## src/rtl/dmem_arbiter.sv

```systemverilog
// dmem_arbiter: shares one single-port data memory between the core load/store
// path and the debug/loader port.
//  - Core normally wins; a 4-bit wait counter force-grants debug after MAX_WAIT
//    consecutive denied cycles so debug always makes progress.
//  - A debug grant with dbg_lock_i high opens an exclusive burst (LOCK state) of
//    at most LOCK_MAX beats, the opening ARB grant counting as the first beat.
//  - Optional macro DMEM_ARB_RR_EN: conflicts in ARB alternate between the two
//    requesters instead of using core priority plus the starvation guard.
module dmem_arbiter #(
  parameter int ADDR_W   = 32,
  parameter int DATA_W   = 32,
  parameter int MAX_WAIT = 4,
  parameter int LOCK_MAX = 8
) (
  input  logic              clk_i,
  input  logic              rst_i,
  input  logic              core_req_i,
  input  logic              core_we_i,
  input  logic [ADDR_W-1:0] core_addr_i,
  input  logic [DATA_W-1:0] core_wdata_i,
  input  logic [3:0]        core_mask_i,
  output logic [DATA_W-1:0] core_rdata_o,
  output logic              core_stall_o,
  input  logic              dbg_req_i,
  input  logic              dbg_we_i,
  input  logic              dbg_lock_i,
  input  logic [ADDR_W-1:0] dbg_addr_i,
  input  logic [DATA_W-1:0] dbg_wdata_i,
  input  logic [3:0]        dbg_mask_i,
  output logic              dbg_gnt_o,
  output logic              dbg_rvalid_o,
  output logic [DATA_W-1:0] dbg_rdata_o,
  output logic              mem_en_o,
  output logic              mem_we_o,
  output logic [ADDR_W-1:0] mem_addr_o,
  output logic [DATA_W-1:0] mem_wdata_o,
  output logic [3:0]        mem_mask_o,
  input  logic [DATA_W-1:0] mem_rdata_i
);

  typedef enum logic [0:0] {
    ST_ARB  = 1'b0,
    ST_LOCK = 1'b1
  } state_e;

  localparam logic [3:0] MAX_WAIT_C  = 4'(MAX_WAIT);
  localparam logic [7:0] LOCK_LOAD_C = 8'(LOCK_MAX - 1);
  // A one-beat burst is fully served by the opening ARB grant.
  localparam logic       LOCK_EN_C   = (LOCK_MAX > 1) ? 1'b1 : 1'b0;

  state_e            state_q, state_d;
  logic [3:0]        wait_cnt_q, wait_cnt_d;
  logic [7:0]        lock_cnt_q, lock_cnt_d;
  logic              dbg_rvalid_q, dbg_rvalid_d;
  logic [DATA_W-1:0] dbg_rdata_q, dbg_rdata_d;
  logic              core_grant_s;
  logic              dbg_grant_s;

`ifdef DMEM_ARB_RR_EN
  // last_q: 1'b1 when debug was served most recently, 1'b0 for the core.
  localparam logic LAST_CORE = 1'b0;
  localparam logic LAST_DBG  = 1'b1;
  logic last_q, last_d;
`endif

  // Grant decision: nobody during reset, debug owns LOCK, priority rules in ARB.
  always_comb begin
    core_grant_s = 1'b0;
    dbg_grant_s  = 1'b0;
    if (rst_i) begin
      core_grant_s = 1'b0;
      dbg_grant_s  = 1'b0;
    end else begin
      case (state_q)
        ST_LOCK: begin
          core_grant_s = 1'b0;
          dbg_grant_s  = dbg_req_i;
        end
        ST_ARB: begin
          if (core_req_i && dbg_req_i) begin
`ifdef DMEM_ARB_RR_EN
            dbg_grant_s  = (last_q == LAST_CORE);
`else
            dbg_grant_s  = (wait_cnt_q == MAX_WAIT_C);
`endif
            core_grant_s = ~dbg_grant_s;
          end else begin
            core_grant_s = core_req_i;
            dbg_grant_s  = dbg_req_i;
          end
        end
        default: begin
          core_grant_s = 1'b0;
          dbg_grant_s  = 1'b0;
        end
      endcase
    end
  end

  // Next-state logic: enter LOCK on a locked debug grant, leave when the burst
  // ends; lock_cnt_q counts the LOCK beats still allowed after the current one+1.
  always_comb begin
    state_d    = state_q;
    lock_cnt_d = lock_cnt_q;
    case (state_q)
      ST_ARB: begin
        if (dbg_grant_s && dbg_lock_i && LOCK_EN_C) begin
          state_d    = ST_LOCK;
          lock_cnt_d = LOCK_LOAD_C;
        end else begin
          state_d    = ST_ARB;
          lock_cnt_d = 8'd0;
        end
      end
      ST_LOCK: begin
        // Exit on the beat where the decremented count reaches zero, so the
        // whole burst including the opening grant is LOCK_MAX beats long.
        if (!dbg_lock_i || !dbg_req_i || (lock_cnt_q <= 8'd1)) begin
          state_d    = ST_ARB;
          lock_cnt_d = 8'd0;
        end else begin
          state_d    = ST_LOCK;
          lock_cnt_d = lock_cnt_q - 8'd1;
        end
      end
      default: begin
        state_d    = ST_ARB;
        lock_cnt_d = 8'd0;
      end
    endcase
  end

  // Starvation counter: counts consecutive denied debug cycles, saturating.
  always_comb begin
    wait_cnt_d = 4'd0;
    if (dbg_req_i && !dbg_grant_s) begin
      if (wait_cnt_q >= MAX_WAIT_C) begin
        wait_cnt_d = MAX_WAIT_C;
      end else begin
        wait_cnt_d = wait_cnt_q + 4'd1;
      end
    end else begin
      wait_cnt_d = 4'd0;
    end
  end

`ifdef DMEM_ARB_RR_EN
  // Round-robin history: remember which requester was served last.
  always_comb begin
    last_d = last_q;
    if (core_grant_s) begin
      last_d = LAST_CORE;
    end else if (dbg_grant_s) begin
      last_d = LAST_DBG;
    end else begin
      last_d = last_q;
    end
  end
`endif

  // Debug read return: capture memory data on the edge ending a granted read.
  always_comb begin
    dbg_rvalid_d = dbg_grant_s & ~dbg_we_i;
    dbg_rdata_d  = dbg_rdata_q;
    if (dbg_rvalid_d) begin
      dbg_rdata_d = mem_rdata_i;
    end else begin
      dbg_rdata_d = dbg_rdata_q;
    end
  end

  // State and counter registers with synchronous reset.
  always_ff @(posedge clk_i) begin
    if (rst_i) begin
      state_q      <= ST_ARB;
      wait_cnt_q   <= 4'd0;
      lock_cnt_q   <= 8'd0;
      dbg_rvalid_q <= 1'b0;
      dbg_rdata_q  <= '0;
    end else begin
      state_q      <= state_d;
      wait_cnt_q   <= wait_cnt_d;
      lock_cnt_q   <= lock_cnt_d;
      dbg_rvalid_q <= dbg_rvalid_d;
      dbg_rdata_q  <= dbg_rdata_d;
    end
  end

`ifdef DMEM_ARB_RR_EN
  // Round-robin history register; resets to debug so the core wins first.
  always_ff @(posedge clk_i) begin
    if (rst_i) begin
      last_q <= LAST_DBG;
    end else begin
      last_q <= last_d;
    end
  end
`endif

  // Memory-side mux: the grantee drives the bus, all zeros when idle.
  always_comb begin
    mem_we_o    = 1'b0;
    mem_addr_o  = '0;
    mem_wdata_o = '0;
    mem_mask_o  = 4'b0000;
    if (core_grant_s) begin
      mem_we_o    = core_we_i;
      mem_addr_o  = core_addr_i;
      mem_wdata_o = core_wdata_i;
      mem_mask_o  = core_mask_i;
    end else if (dbg_grant_s) begin
      mem_we_o    = dbg_we_i;
      mem_addr_o  = dbg_addr_i;
      mem_wdata_o = dbg_wdata_i;
      mem_mask_o  = dbg_mask_i;
    end else begin
      mem_we_o    = 1'b0;
      mem_addr_o  = '0;
      mem_wdata_o = '0;
      mem_mask_o  = 4'b0000;
    end
  end

  assign mem_en_o     = core_grant_s | dbg_grant_s;
  assign core_stall_o = core_req_i & ~core_grant_s & ~rst_i;
  assign core_rdata_o = mem_rdata_i;
  assign dbg_gnt_o    = dbg_grant_s;
  assign dbg_rvalid_o = dbg_rvalid_q;
  assign dbg_rdata_o  = dbg_rdata_q;

endmodule

```

## config.mk

```make
export PLATFORM = sky130hd
export DESIGN_NAME = dmem_arbiter
export DESIGN_NICKNAME = d
export VERILOG_FILES = /design/src/rtl/dmem_arbiter.sv
export SDC_FILE = /design/constraint.sdc
export NUM_CORES = 1
export LEC_CHECK = 0
export BUFFER_PORTS_ARGS = -buffer_cell sky130_fd_sc_hd__buf_2
export CORE_AREA = 4 4 120 122
export DETAILED_ROUTE_END_ITERATION = 10
export DIE_AREA = 0 0 124 126
export PLACE_DENSITY = 0.61
export SYNTH_ARGS = -nofsm -noshare
export SYNTH_HDL_FRONTEND = slang
export SYNTH_SLANG_ARGS = --single-unit
```

## constraint.sdc

```tcl
create_clock -name clk_i -period 2.15 [get_ports clk_i]
set_input_delay 0.215 -clock clk_i [delete_from_list [all_inputs] [get_ports clk_i]]
set_output_delay 0.215 -clock clk_i [all_outputs]
set_load 0.03 [all_outputs]
```

==> results of run 1 <==
-- cell families (layout without fill, tap and decap cells) --
| group | count (synthesis) | in the layout | synth area share [%] |
|---|---|---|---|
| xor+xnor | 1 | 1 | 0.282 |
| fa+ha+maj | 4 | 4 | 1.61 |
| flops | 46 | 46 | 29.6 |
| buf+inv | 62 | 347 | 14.4 |
| other cells | 1 | 2 | 0.121 |
| compound gates | 88 | 88 | 24.4 |
| simple gates | 93 | 93 | 19.0 |
| mux | 33 | 33 | 10.6 |
-- per-layer routing --
metal  part of all wire, %  GRT usage (%)
met3                   9.8           3.81
met4                   2.1           5.28
met5                     0              0
met1                    37           17.7
met2                    51           29.0
-- worst max-delay path, delay by kind of cell (launching register included) --
kind,cells,cell delay [ps]
DFF,1,330
buffers and inverters,5,620
and+or+nand+nor,1,230
adders and majority gates,1,150
AOI/OAI and AO/OA,2,410
-- area by class of cell --
| cell class | instances | share of cell area, % |
|---|---|---|
| multi-input combinational | 220 | 32.7 |
| sequential | 46 | 17.0 |
| inverter | 6 | 0.415 |
| antenna | 1 | 0.0462 |
| clock inverter | 1 | 0.554 |
| clock buffer | 6 | 2.56 |
| tap | 176 | 4.06 |
| timing repair buffer | 334 | 42.7 |
-- path summary, 6_finish.rpt --
path | end | slack [ps] | depth (start not counted)
worst min-delay path | dbg_rvalid_o | 170 | 2
worst max register to register | dbg_rdata_o[16] | 510 | 6
worst max-delay path | mem_addr_o[24] | -80 | 9
worst min register to register | dbg_rdata_o[1] | 470 | 2
-- placed cells by master, fill, tap and decap left out, drive strengths merged --
cell       n
nor2       3
a21boi     1
a211oi     2
bufinv     1
a21bo      1
o2111ai    2
inv        6
and2b      1
xnor2      1
dfxtp     46
or2        1
nor4       2
and4b      1
o21ai      5
clkbuf     8
nand3b     2
nor3b      1
nor4b      1
and3b      1
buf      332
nand4b     1
nor3       2
or3        2
o31ai      3
nor2b      2
nand3      2
nand2      2
diode      1
or4b       1
ha         4
nand2b    66
conb       1
a22o      69
o211ai     1
a21oi      4
mux2i     33
and2       2
-- timing repair --
action,4_1_cts,5_1_grt
hold buffers,0,0
cloned,5,3
pin swaps,11,14
resized for setup,111,50
setup endpoints to repair,70,70
buffers inserted,6,6
-- report_power, final --
group | leakage (nW) | internal, W | total [W] | switching, W
combinational | 2.24 | 0.000489 | 0.00109 | 0.000597
sequential | 0.375 | 0.000881 | 0.000898 | 0.0000170
clock | 0.0829 | 0.000574 | 0.000883 | 0.000309
-- through the flow --
step	worst slack, ps	TNS (ps)
2_1_floorplan	215	0
3_3_place_gp	150	0
3_5_place_dp	105	0
4_1_cts	-52.1	-654
5_1_grt	-136	-4360
6_report	-77.1	-1100
-- state kept, by name, indices dropped and copies added, names as in the netlist --
register and cells:
wait_cnt_q 4, lock_cnt_q 8, dbg_rdata_o 32, state_q 1, dbg_rvalid_o 1
==> results.cfg, run 1 <==
[outcome]
status = complete, but fails checks
violations = setup timing

[global_routing]
grt_pass1_vias = 3725
grt_max_degree = 68
grt_overflow = 0
grt_pass1_wl_um = 19600
gr-usage-all-layers_pct = 15.9
antenna_found_initial = 0

[final_layout]
drive_gt1_share_pct = 57.7
nFillCells = 1290
regArea_um2 = 923
final_area_um2 = 5420
final_util_pct = 41.1
instances_no_fill = 790
synthToLayoutAreaGrowth_pct = 74.4
multi_input_area_um2 = 1770
nNetsFinal = 792

[drt]
wl_per_cell_um = 17.9
dr.pass1.iters = 4
drt-vias-per-instance = 4.57
ant_nets = 0
vias = 3614
drtIter0Drc = 193
finalWirelength_um = 14100
drc = 0

[yosys]
synth_top_area_share_pct = 29.6
synth_edf_count = 0
syn_area_um2 = 3110
ys.flop_type = dfxtp_1
synthTopCellsByArea = dfxtp_1 30%, a22o_1 19%, nand2b_1 13%
synthesis.instances = 328
yosys_warnings = 0
yosys.area.top_type = dfxtp_1
avgSynthCellArea_um2 = 9.48
syn_nets = 507
seq_area_frac_synth_pct = 29.6
ys_types = 39
yosysMostFrequentCell = a22o_1
synth_seq_cells = 46
async_flop_share_pct = 0
ys_top_cells_by_count = 69 x a22o_1, 66 x nand2b_1, 46 x dfxtp_1

[timing]
period_share_pct = 104
fin_skew_ps = 13.1
setup_viol = 37
final_hold_viol_count = 0
rsz0062_at_grt = true
min_period_ps = 2230
drv_slew = 0
whs_ps = 170
fin_ws_ps = -77.1
max_clock_freq_ghz = 0.449

[setup_path]
worstPathMaxFanout = 10
cp-start-kind = flop
worstReg2RegStart = wait_cnt_q[1]
path_cells = inv_2, ha_4, and3b_2, a211oi_4, buf_6, buf_12, buf_12, a22o_1, buf_6
arrival_ps = 2010
startpoint = wait_cnt_q[1]
crit_type = flop to primary output
max_stage_delay_ps = 330
critical_path_required_ps = 1930
cp_slowest_cell = dfxtp_2
critPathCaptureType = primary output

[floorplan]
die_y_um = 126
die-area_um2 = 15600
initial_core_util_pct = 23.6
die_w_um = 124
core_um2 = 13200
io_pins = 312
num_rows = 42

[pwr]
p_leak_nw = 2.70
powerDensity_nw_per_um2 = 529
ir_worst_vdd_mv = 0.448
finalPower_w = 0.00287

[place]
post_dp_cell_area_um2 = 4580
place_inst = 765
numPortBuffers = 311
place.gp.congestion = 0.854
dpl.hpwl_um = 10700

[worst_hold_path]
hold_class = input pin to flop
hp-start = dbg_we_i

[flow_run]
cap_violations = 0

[clocking]
clk_latency_ps = 280
cts_tree = done
htree_levels = 2
cts_made_buffers = 5
cts_sinks = 46
clockRootBuffer = clkbuf_16
cts_buffer_depth = 2
cts.reportedPaths.clkPinSlew_ps = 60
Power figures use the tool's default switching activity.
==> run 2: changes to the inputs <==
- CELL_PAD_IN_SITES_DETAIL_PLACEMENT: not set -> 1
- CELL_PAD_IN_SITES_GLOBAL_PLACEMENT: not set -> 1
- CORE_AREA: 4 4 120 122 -> not set
- CORE_MARGIN: not set -> 4
- CORE_UTILIZATION: not set -> 24
- DIE_AREA: 0 0 124 126 -> not set
- PLACE_DENSITY: 0.61 -> 0.87
==> results.cfg, run 2 (synthesis gave the netlist of run 1 again) <==
[outcome]
status = complete, but fails checks
violations = setup timing

[pwr]
comb_power_share_pct = 39.0
powerDensity_nw_per_um2 = 518
pwr-share-seq_pct = 32.6
switching_share_pct = 35.0
clkPwrFrac_pct = 28.3
internal-power_w = 0.00178
ir_worst_vdd_mv = 0.269
p_sw_w = 0.000963
p_leak_nw = 2.67

[final_layout]
final_util_pct = 41.9
drive_gt1_share_pct = 58.6
instances_no_fill = 782
regArea_um2 = 923
synthToLayoutAreaGrowth_pct = 70.6
largest_reg_flops = 32
multi_input_area_um2 = 1830
nNetsFinal = 786
final_cell_mix = 242 x buf_2, 66 x nand2b_1, 61 x a22o_1
nFillCells = 1565
mostFrequentLayoutCell = buf_2
final_area_um2 = 5300

[drt]
drt-vias-per-instance = 4.66
ant_nets = 0
wl_per_cell_um = 19.9
dr.pass1.iters = 4
drtIter0Drc = 193
vias = 3641
finalWirelength_um = 15600
drc = 0

[global_routing]
gr-usage-met2_pct = 32.5
grt_pass1_vias = 3657
grt_pass1_wl_um = 21200
gr-usage-all-layers_pct = 18.4
antenna_found_initial = 3
grt.busiest_layer = met2
grt_overflow = 0
grt_max_degree = 68
grt_util_met3_pct = 5.99
gr-usage-met1_pct = 21.3

[timing]
period_share_pct = 104
rsz0062_at_grt = true
drv_slew = 0
fin_skew_ps = 10.7
fin_ws_ps = -85.6
setup_viol = 60
max_clock_freq_ghz = 0.447
final_hold_viol_count = 0
min_period_ps = 2240

[floorplan]
die_y_um = 122
initial_core_util_pct = 24.5
core_um2 = 12700
num_rows = 41
die-area_um2 = 14800
io_pins = 312
die_w_um = 122

[setup_path]
cpLargestDelayFamily = buffers and inverters
arrival_ps = 2020
cp-start-kind = flop
max_stage_delay_ps = 330
worstPathMaxFanout = 25
path_cells = inv_2, ha_4, and3b_2, a211oi_4, buf_4, buf_16, a22o_1, buf_4
critPathCaptureType = primary output
crit_type = flop to primary output
crit_buf_inv = 4
critical_path_required_ps = 1930
cp_slowest_cell = dfxtp_2
startpoint = wait_cnt_q[0]
worstReg2RegStart = wait_cnt_q[0]
cp_common_cell = buf_4

[clocking]
cts_made_buffers = 5
holdBufCountCts = 0
cts.reportedPaths.clkPinSlew_ps = 70
cts_buffer_depth = 2
clk_latency_ps = 290
htree_levels = 2
cts_tree = done
clockRootBuffer = clkbuf_16
cts_sinks = 46

[place]
place.gp.congestion = 0.843
post_dp_cell_area_um2 = 4550
numPortBuffers = 311
dpl.hpwl_um = 11500
place_inst = 761

[flow_run]
cap_violations = 0

[worst_hold_path]
hold_class = input pin to flop
hp-start = mem_rdata_i[4]
run 2: worst reg2reg max path, stage by stage (launching register included):
cell	delay (ps)
dfxtp_2	320
inv_2	70
ha_4	130
nand3b_1	160
buf_4	200
a211oi_4	260
buf_12	260
mux2i_1	250
run 2: final timing paths:
| kind | end | slack [ps] | cells after the start |
|---|---|---|---|
| setup / recovery | mem_wdata_o[22] | -90 | 8 |
| hold / removal | dbg_rdata_o[4] | 190 | 3 |
| setup reg to reg | dbg_rdata_o[24] | 430 | 7 |
| hold reg to reg | dbg_rdata_o[10] | 470 | 2 |
run 2: area by class of cell:
cell class / count / area share [%]
Clock buffer: 5 / 2.36
Timing Repair Buffer: 328 / 40.7
Antenna cell: 2 / 0.0944
Clock inverter: 3 / 0.425
Multi-Input combinational cell: 220 / 34.5
Tap cell: 172 / 4.06
Inverter: 6 / 0.425
Sequential cell: 46 / 17.4
run 2: per-stage QoR:
step / setup TNS, ps / hold slack (ps) / setup slack [ps] / total power (W)
2_1_floorplan: 0 / 287 / 215 / 0.00151
3_3_place_gp: 0 / 456 / 134 / 0.00181
3_5_place_dp: 0 / 461 / 96.5 / 0.00182
4_1_cts: -267 / 186 / -42.9 / 0.00273
5_1_grt: -7260 / 190 / -160 / 0.00287
6_report: -1970 / 191 / -85.6 / 0.00275
run 2: power groups by stage:
stage / Sequential, W / Combinational, W / Clock [W]
6_report: 0.000897 / 0.00107 / 0.000778
5_1_grt: 0.000901 / 0.00112 / 0.000840
4_1_cts: 0.000897 / 0.00103 / 0.000803
3_5_place_dp: 0.000916 / 0.000906 / 0
3_3_place_gp: 0.000915 / 0.000900 / 0
2_1_floorplan: 0.000963 / 0.000542 / 0
run 2: timing repair:
action                                  CTS  global route
pin swaps                                 7             8
endpoints found under the setup margin   70            70
buffers inserted                          7             1
gates cloned                              4             1
gates resized for setup                  97            55
run 2: metal layers:
layer  share of wire (%)  up-vias
li1                    -     1712
met1                  36     1727
met4                 1.8        6
met3                  10       22
met2                  52      174
met5                0.26        -
